==> src/rtl/fp32_pkg.sv <==
// fp32_pkg -- binary32 field layout and shared constants.
// Shared by the Newton-iteration stages: the multipliers and the
// constant-minus-operand unit.
package fp32_pkg;

  typedef struct packed {
    logic        sign;
    logic [7:0]  exp;
    logic [22:0] man;
  } fp32_t;

  localparam logic [31:0] FP32_QNAN = 32'h7FC0_0000;
  localparam int          FP32_BIAS = 127;
  localparam logic [7:0]  EXP_MAX   = 8'hFF;

  // An all-ones exponent encodes Inf or NaN.
  function automatic logic is_nan_inf(input logic [7:0] e);
    return e == EXP_MAX;
  endfunction

endpackage

==> src/rtl/fp_ksub_pipe_if.sv <==
// fp_ksub_pipe_if -- stream bundle for fp_ksub_pipe.
//   in_valid/in_ready : input beat handshake
//   x_in, sb_in, err_in : operand magnitude {exp,man}, sideband, upstream error
//   out_valid/out_ready : output beat handshake
//   y_out, sb_out, err_out : signed result, sideband, merged error
// master = producer/consumer side (bench or neighbours), slave = the unit.
interface fp_ksub_pipe_if #(parameter int SB_W = 32);
  logic            in_valid;
  logic            in_ready;
  logic [30:0]     x_in;
  logic [SB_W-1:0] sb_in;
  logic            err_in;
  logic            out_valid;
  logic            out_ready;
  logic [31:0]     y_out;
  logic [SB_W-1:0] sb_out;
  logic            err_out;

  modport master (
    output in_valid, x_in, sb_in, err_in, out_ready,
    input  in_ready, out_valid, y_out, sb_out, err_out
  );

  modport slave (
    input  in_valid, x_in, sb_in, err_in, out_ready,
    output in_ready, out_valid, y_out, sb_out, err_out
  );
endinterface

==> src/rtl/fp_lzc27.sv <==
// fp_lzc27 -- combinational leading-zero counter for a 27-bit mantissa
// (hidden + 23 fraction + guard/round/sticky). Shared with the adder path.
//   d_i   : value to scan
//   cnt_o : number of leading zeros, 27 when d_i == 0
module fp_lzc27 (
  input  logic [26:0] d_i,
  output logic [4:0]  cnt_o
);
  // Scan upward; the highest set bit is the last one to write cnt_o.
  always_comb begin
    cnt_o = 5'd27;
    for (int i = 0; i < 27; i++)
      if (d_i[i]) cnt_o = 5'(26 - i);
  end
endmodule

==> src/rtl/fp_ksub_pipe.sv <==
// fp_ksub_pipe -- three-stage pipelined y = K_CONST - x for non-negative
// binary32 x, round-to-nearest-even, valid/ready with global stall.
//   clk, rstn : clock, asynchronous active-low reset
//   io        : fp_ksub_pipe_if slave (input beat, output beat, sideband, error)
// Stages: S1 unpack/compare/swap/align, S2 subtract/LZC,
// S3 normalise/round/pack into the output register.
module fp_ksub_pipe
  import fp32_pkg::*;
#(
  parameter logic [31:0] K_CONST = 32'h3FC0_0000,
  parameter int          SB_W    = 32
) (
  input  logic            clk,
  input  logic            rstn,
  fp_ksub_pipe_if.slave   io
);

  localparam fp32_t       KF     = K_CONST;
  localparam logic [7:0]  K_EXP  = KF.exp;
  localparam logic [26:0] K_MANT = {1'b1, KF.man, 3'b000};

  // One record per stage. In S3 sign/exp/mant[22:0] hold the packed result.
  typedef struct packed {
    logic            valid;
    logic            nan;
    logic            sign;
    logic [7:0]      exp;
    logic [26:0]     mant;
    logic [26:0]     mant_b;
    logic [4:0]      lzc;
    logic [SB_W-1:0] sb;
    logic            err;
  } stage_t;

  stage_t st_q [1:3];
  stage_t s1_d, s2_d, s3_d;

  // No bubble squeezing: the whole pipe moves whenever S3 can drain.
  logic en;
  assign en          = ~st_q[3].valid | io.out_ready;
  assign io.in_ready = en;

  // ---------------- S1: unpack, compare, swap, align
  logic [7:0]  x_exp;
  logic [23:0] x_mant;
  logic        x_gt;
  logic [7:0]  ediff;
  logic [4:0]  sa;
  logic [26:0] mag_s;
  logic [52:0] ext;

  always_comb begin
    x_exp  = io.x_in[30:23];
    // Subnormals flush to +0: zero mantissa makes the align stage a no-op.
    x_mant = (x_exp == 8'd0) ? 24'd0 : {1'b1, io.x_in[22:0]};
    x_gt   = (x_exp != 8'd0) && (io.x_in > {K_EXP, KF.man});

    s1_d        = '0;
    s1_d.valid  = io.in_valid;
    s1_d.nan    = is_nan_inf(x_exp);
    s1_d.sign   = x_gt;
    s1_d.sb     = io.sb_in;
    s1_d.err    = io.err_in | s1_d.nan;
    if (x_gt) begin
      s1_d.exp  = x_exp;
      s1_d.mant = {x_mant, 3'b000};
      mag_s     = K_MANT;
      ediff     = x_exp - K_EXP;
    end else begin
      s1_d.exp  = K_EXP;
      s1_d.mant = K_MANT;
      mag_s     = {x_mant, 3'b000};
      ediff     = K_EXP - x_exp;
    end
    // Past 27 positions every bit lands below the sticky slot anyway.
    sa          = (ediff > 8'd27) ? 5'd27 : ediff[4:0];
    ext         = {mag_s, 26'd0} >> sa;
    s1_d.mant_b = {ext[52:27], |ext[26:0]};
  end

  // ---------------- S2: subtract, leading-zero count
  logic [26:0] diff;
  logic [4:0]  lz;

  assign diff = st_q[1].mant - st_q[1].mant_b;

  fp_lzc27 u_lzc (.d_i(diff), .cnt_o(lz));

  always_comb begin
    s2_d        = st_q[1];
    s2_d.mant   = diff;
    s2_d.mant_b = '0;
    s2_d.lzc    = lz;
  end

  // ---------------- S3: normalise, round, pack
  logic [26:0] norm;
  logic [9:0]  e_n, e_r;
  logic        rnd, carry, zero, uflow, ovf;
  logic [22:0] frac_r;

  always_comb begin
    norm  = st_q[2].mant << st_q[2].lzc;
    zero  = ~norm[26];
    e_n   = {2'b00, st_q[2].exp} - {5'd0, st_q[2].lzc};
    // RNE on guard norm[2], round/sticky norm[1:0], lsb norm[3].
    rnd   = norm[2] & (norm[3] | norm[1] | norm[0]);
    {carry, frac_r} = {1'b0, norm[25:3]} + {23'd0, rnd};
    e_r   = e_n + {9'd0, carry};
    uflow = e_n[9] | (e_n == 10'd0);
    ovf   = ~uflow & (e_r >= 10'd255);

    s3_d       = '0;
    s3_d.valid = st_q[2].valid;
    s3_d.sb    = st_q[2].sb;
    s3_d.err   = st_q[2].err | ovf;
    if (st_q[2].nan || ovf) begin
      {s3_d.sign, s3_d.exp, s3_d.mant[22:0]} = FP32_QNAN;
    end else if (!zero && !uflow) begin
      s3_d.sign       = st_q[2].sign;
      s3_d.exp        = e_r[7:0];
      s3_d.mant[22:0] = frac_r;
    end
  end

  always_ff @(posedge clk or negedge rstn) begin
    if (!rstn) begin
      for (int i = 1; i <= 3; i++) st_q[i] <= '0;
    end else if (en) begin
      st_q[1] <= s1_d;
      st_q[2] <= s2_d;
      st_q[3] <= s3_d;
    end
  end

  assign io.out_valid = st_q[3].valid;
  assign io.y_out     = {st_q[3].sign, st_q[3].exp, st_q[3].mant[22:0]};
  assign io.sb_out    = st_q[3].sb;
  assign io.err_out   = st_q[3].err;

endmodule

==> src/flat_wrapper.sv <==
// flat-port wrapper written by rule: the top's interface ports become plain ports
module fp_ksub_pipe_flat import fp32_pkg::*;
#(
  parameter logic [31:0] K_CONST = 32'h3FC0_0000,
  parameter int          SB_W    = 32
)
  (clk, rstn, io_in_valid, io_x_in, io_sb_in, io_err_in, io_out_ready, io_in_ready, io_out_valid, io_y_out, io_sb_out, io_err_out);
  fp_ksub_pipe_if #(.SB_W(SB_W)) io_i ();
  input  logic clk;
  input  logic rstn;
  input wire logic [$bits(io_i.in_valid)-1:0] io_in_valid;
  input wire logic [$bits(io_i.x_in)-1:0] io_x_in;
  input wire logic [$bits(io_i.sb_in)-1:0] io_sb_in;
  input wire logic [$bits(io_i.err_in)-1:0] io_err_in;
  input wire logic [$bits(io_i.out_ready)-1:0] io_out_ready;
  output wire logic [$bits(io_i.in_ready)-1:0] io_in_ready;
  output wire logic [$bits(io_i.out_valid)-1:0] io_out_valid;
  output wire logic [$bits(io_i.y_out)-1:0] io_y_out;
  output wire logic [$bits(io_i.sb_out)-1:0] io_sb_out;
  output wire logic [$bits(io_i.err_out)-1:0] io_err_out;
  assign io_i.in_valid = io_in_valid;
  assign io_i.x_in = io_x_in;
  assign io_i.sb_in = io_sb_in;
  assign io_i.err_in = io_err_in;
  assign io_i.out_ready = io_out_ready;
  assign io_in_ready = io_i.in_ready;
  assign io_out_valid = io_i.out_valid;
  assign io_y_out = io_i.y_out;
  assign io_sb_out = io_i.sb_out;
  assign io_err_out = io_i.err_out;
  fp_ksub_pipe #(.K_CONST(K_CONST), .SB_W(SB_W)) u_core (.clk(clk), .rstn(rstn), .io(io_i));
endmodule
==> config.mk <==
export PLATFORM = sky130hd
export DESIGN_NAME = fp_ksub_pipe_flat
export DESIGN_NICKNAME = d
export VERILOG_FILES = /design/src/rtl/fp32_pkg.sv /design/src/rtl/fp_ksub_pipe_if.sv /design/src/rtl/fp_lzc27.sv /design/src/rtl/fp_ksub_pipe.sv /design/src/flat_wrapper.sv
export SDC_FILE = /design/constraint.sdc
export NUM_CORES = 1
export LEC_CHECK = 0
export BUFFER_PORTS_ARGS = -buffer_cell sky130_fd_sc_hd__buf_4
export CORE_MARGIN = 2
export CORE_UTILIZATION = 50
export CTS_CLUSTER_SIZE = 24
export DETAILED_ROUTE_END_ITERATION = 16
export MAX_ROUTING_LAYER = met4
export PLACE_DENSITY_LB_ADDON = 0.3
export SETUP_SLACK_MARGIN = 0.15
export SLEW_MARGIN = 20
export SYNTH_ARGS = -nofsm -noshare
export SYNTH_HDL_FRONTEND = slang
export SYNTH_SLANG_ARGS = --single-unit
export TNS_END_PERCENT = 5
==> constraint.sdc <==
create_clock -name clk -period 10.24 [get_ports clk]
set_clock_uncertainty 0.2 [all_clocks]
set_input_delay 0 -clock clk [delete_from_list [all_inputs] [get_ports clk]]
set_output_delay 0 -clock clk [all_outputs]
set_load 0.01 [all_outputs]
==> impl_metrics.csv <==
group,metric,value,unit
run_status,status,"complete, no violations",
placement,place_congestion,1.02,
flow_run,drv_cap,0,
setup_path,worst_path_max_delay_cell,"a2111oi_0",
layout,final_common_cell,"nand2_1",
global_routing,antenna_found_initial,0,
pwr,powerDensity,253,nW/um^2
layout,finalNonFillerCells,2367,
layout,final_cell_area,17800,um^2
placement,port_buffers,134,
setup_path,crit_fanout,19,
layout,area_growth,16.3,%
clock_tree,cts_root_buffer,"clkbuf_16",
setup_path,path_delay_family,"simple AND/OR/NAND/NOR gates",
layout,final_util,0.587,
floorplanning,num_rows,64,
global_routing,grt_pass1_wl,68.0,mm
clock_tree,post-cts-setup-buffer-count,0,
yosys,synthFlopType,"dfrtp_1",
setup_path,start_kind,"flop",
yosys,syn_nets,1956,
timing,rsz0062_at_grt,"no",
global_routing,first_global_vias,12800,
layout,drive_gt1_frac,0.132,
routing,drt_first_pass_iters,5,
routing,totalWireLength,43.3,mm
timing,timing.slew.headroom,0.275,
placement,place_ws,3.66,ns
placement,placed_area,16000,um^2
yosys,syn_area_per_cell,8.27,um^2
routing,first_iter_violations,1099,
yosys,synthArstFlopShare,1.00,
placement,post-dp-hpwl,29.9,mm
floorplanning,io_pins,135,
routing,antenna_left,0,
yosys,yosys_warnings,0,
yosys,ys_types,93,
clock_tree,clk_pin_slew,0.06,ns
layout,nFillCells,2651,
pwr,fin_total_pwr,4.51,mW
routing,remaining_drc_errors,0,
timing,layout_setup_ws,3.66,ns
setup_path,cp-end-kind,"flop",
clock_tree,holdBufCountCts,93,
clock_tree,cts_buffer_depth,3,
floorplanning,initial_utilization,0.505,
layout,layout_common_cells,"nand2_1 (539), dfrtp_1 (237), buf_4 (148)",
setup_path,cp.required,10.48,ns
timing,fin_crit,6.58,ns
global_routing,grt_overflow,0,
layout,fin_nets,2057,
pwr,leakage,8.06,nW
timing,finalHoldViolCount,0,
yosys,synth.ff_latch_count,237,
placement,dp.cells,2228,
routing,via_per_inst,5.83,
yosys,netlist_area,15300,um^2
clock_tree,cts_tree,"built",
routing,dr_total_vias,13800,
setup_path,worst-path-stages,19,
floorplanning,chipWidth,179,um
global_routing,grt_use_total,0.272,
clock_tree,cts_inserted_buffers,26,
setup_path,worstSetupPathType,"reg2reg",
yosys,ys_seq_area_frac,0.387,
setup_path,worst-path-buf-inv,1,
timing,setup_viol,0,
clock_tree,ctsResizeCount,0,
clock_tree,cts_sinks,237,
floorplanning,core-area,30300,um^2
yosys,synth_cells,1852,
timing,fin_hold_ws,0.0135,ns
timing,period_share,0.643,
timing,finalMaxSlewViolations,0,
clock_tree,h-tree-depth,1,
yosys,synth_edf_count,0,
floorplanning,die_area,32100,um^2
min_path,hold_path_class,"in2reg",
global_routing,grt_max_degree,224,
timing,max_clock_freq,0.152,GHz
min_path,hold_depth,4,
setup_path,path_cells,"buf_4 -> mux4_2 -> mux2_2 -> a2111oi_2 -> nand2_1 -> nor2_1 -> nand2_1 -> or3_1 -> nor3_1 -> nand2_1 -> nor3_1 -> ha_1 -> and3_1 -> xnor2_1 -> nor4b_1 -> o21bai_1 -> a2111oi_0 -> nor3_1 -> o22ai_1",
floorplanning,fp.dieH,179,um
clock_tree,clk-insertion-delay-late,0.53,ns
layout,n_antenna_cell,0,
routing,wire_per_inst,18.3,um
pwr,vdd_drop_max,0.000128,V
setup_path,max_stage_delay,0.90,ns
setup_path,r2r_cells,19,
timing,worst_slew_pin_slew,1.06,ns
setup_path,cp.arrival,6.82,ns
timing,fin_setup_tns,0,ns
[worst min-delay path, stage by stage]
cell,delay (ns)
dlygate4sd3_1,0.52
buf_4,0.09
nand2_1,0.04
nand2_1,0.06
[area by class of cell]
class | instances | area, um^2 | share of cell area
multi-input combinational | 1388 | 8230 | 0.462
tap | 396 | 495 | 0.0278
clock inverter | 13 | 134 | 0.00751
timing repair buffer | 243 | 2090 | 0.118
sequential | 237 | 5930 | 0.333
inverter | 57 | 219 | 0.0123
clock buffer | 33 | 717 | 0.0402
[state kept, by name, summed over array words and instances (netlist names)]
| register | cells |
|---|---|
| u_core.io.err_out | 1 |
| u_core.s3_d | 33 |
| u_core.st_q | 94 |
| u_core.io.sb_out | 32 |
| u_core.s2_d | 44 |
| u_core.io.out_valid | 1 |
| u_core.io.y_out | 32 |
[per-layer routing]
metal | track usage | share of wire
met3 | 0.0274 | 0.049
met1 | 0.363 | 0.44
met4 | 0.0732 | 0.027
met5 | - | 0
met2 | 0.444 | 0.49
[cells in the mapped netlist (all sizes together), types with 8 or more instances]
master / count / share of area
xnor2: 33 / 0.019
a31oi: 22 / 0.011
a211oi: 25 / 0.013
nand2b: 12 / 0.0049
o21a: 8 / 0.0039
o2111ai: 9 / 0.0051
nor3: 40 / 0.013
o22ai: 33 / 0.013
o211ai: 17 / 0.0087
inv: 54 / 0.013
buf: 107 / 0.048
o31ai: 10 / 0.0049
nand4: 20 / 0.010
mux2: 14 / 0.011
and3: 14 / 0.0057
a22o: 24 / 0.014
or3: 12 / 0.0049
dfrtp: 237 / 0.39
clkbuf: 63 / 0.015
nor2b: 12 / 0.0049
o221ai: 8 / 0.0046
nand2: 541 / 0.13
nand3: 38 / 0.013
o21ai: 102 / 0.034
ha: 35 / 0.029
a21o: 17 / 0.0083
a21oi: 67 / 0.024
and2: 8 / 0.0033
mux2i: 32 / 0.021
mux4: 19 / 0.028
xor2: 21 / 0.012
nor2: 96 / 0.024
nor4: 20 / 0.0091
[final timing paths]
| kind | from | end | slack (ns) |
|---|---|---|---|
| min in group asynchronous | rstn | u_core.io.sb_out[19] | 0.49 |
| worst min register to register | u_core.s3_d[102] | u_core.io.out_valid | 0.26 |
| max in group asynchronous | rstn | u_core.st_q[182] | 8.51 |
| worst min-delay path | io_sb_in[29] | u_core.s2_d[30] | 0.01 |
| worst max register to register | u_core.st_q[136] | u_core.io.y_out[28] | 3.66 |
| worst max-delay path | u_core.st_q[136] | u_core.io.y_out[28] | 3.66 |
[power breakdown]
group / total (mW) / internal [mW] / switching [mW]
clock: 0.919 / 0.545 / 0.374
combinational: 2.10 / 0.919 / 1.19
sequential: 1.48 / 1.25 / 0.237
total: 4.51 / 2.71 / 1.80
[cell families (layout without fill, tap and decap cells)]
family / Yosys count / after routing / synth area share
AO/OA/AOI/OAI: 399 / 399 / 0.179
adder cells (fa/ha/maj): 36 / 36 / 0.0299
buffers and inverters: 227 / 346 / 0.0772
multiplexers: 65 / 65 / 0.0594
AND/OR/NAND/NOR: 834 / 834 / 0.237
XOR/XNOR: 54 / 54 / 0.0309
flip-flops: 237 / 237 / 0.387
No activity file was read; power rests on OpenSTA's default activity.
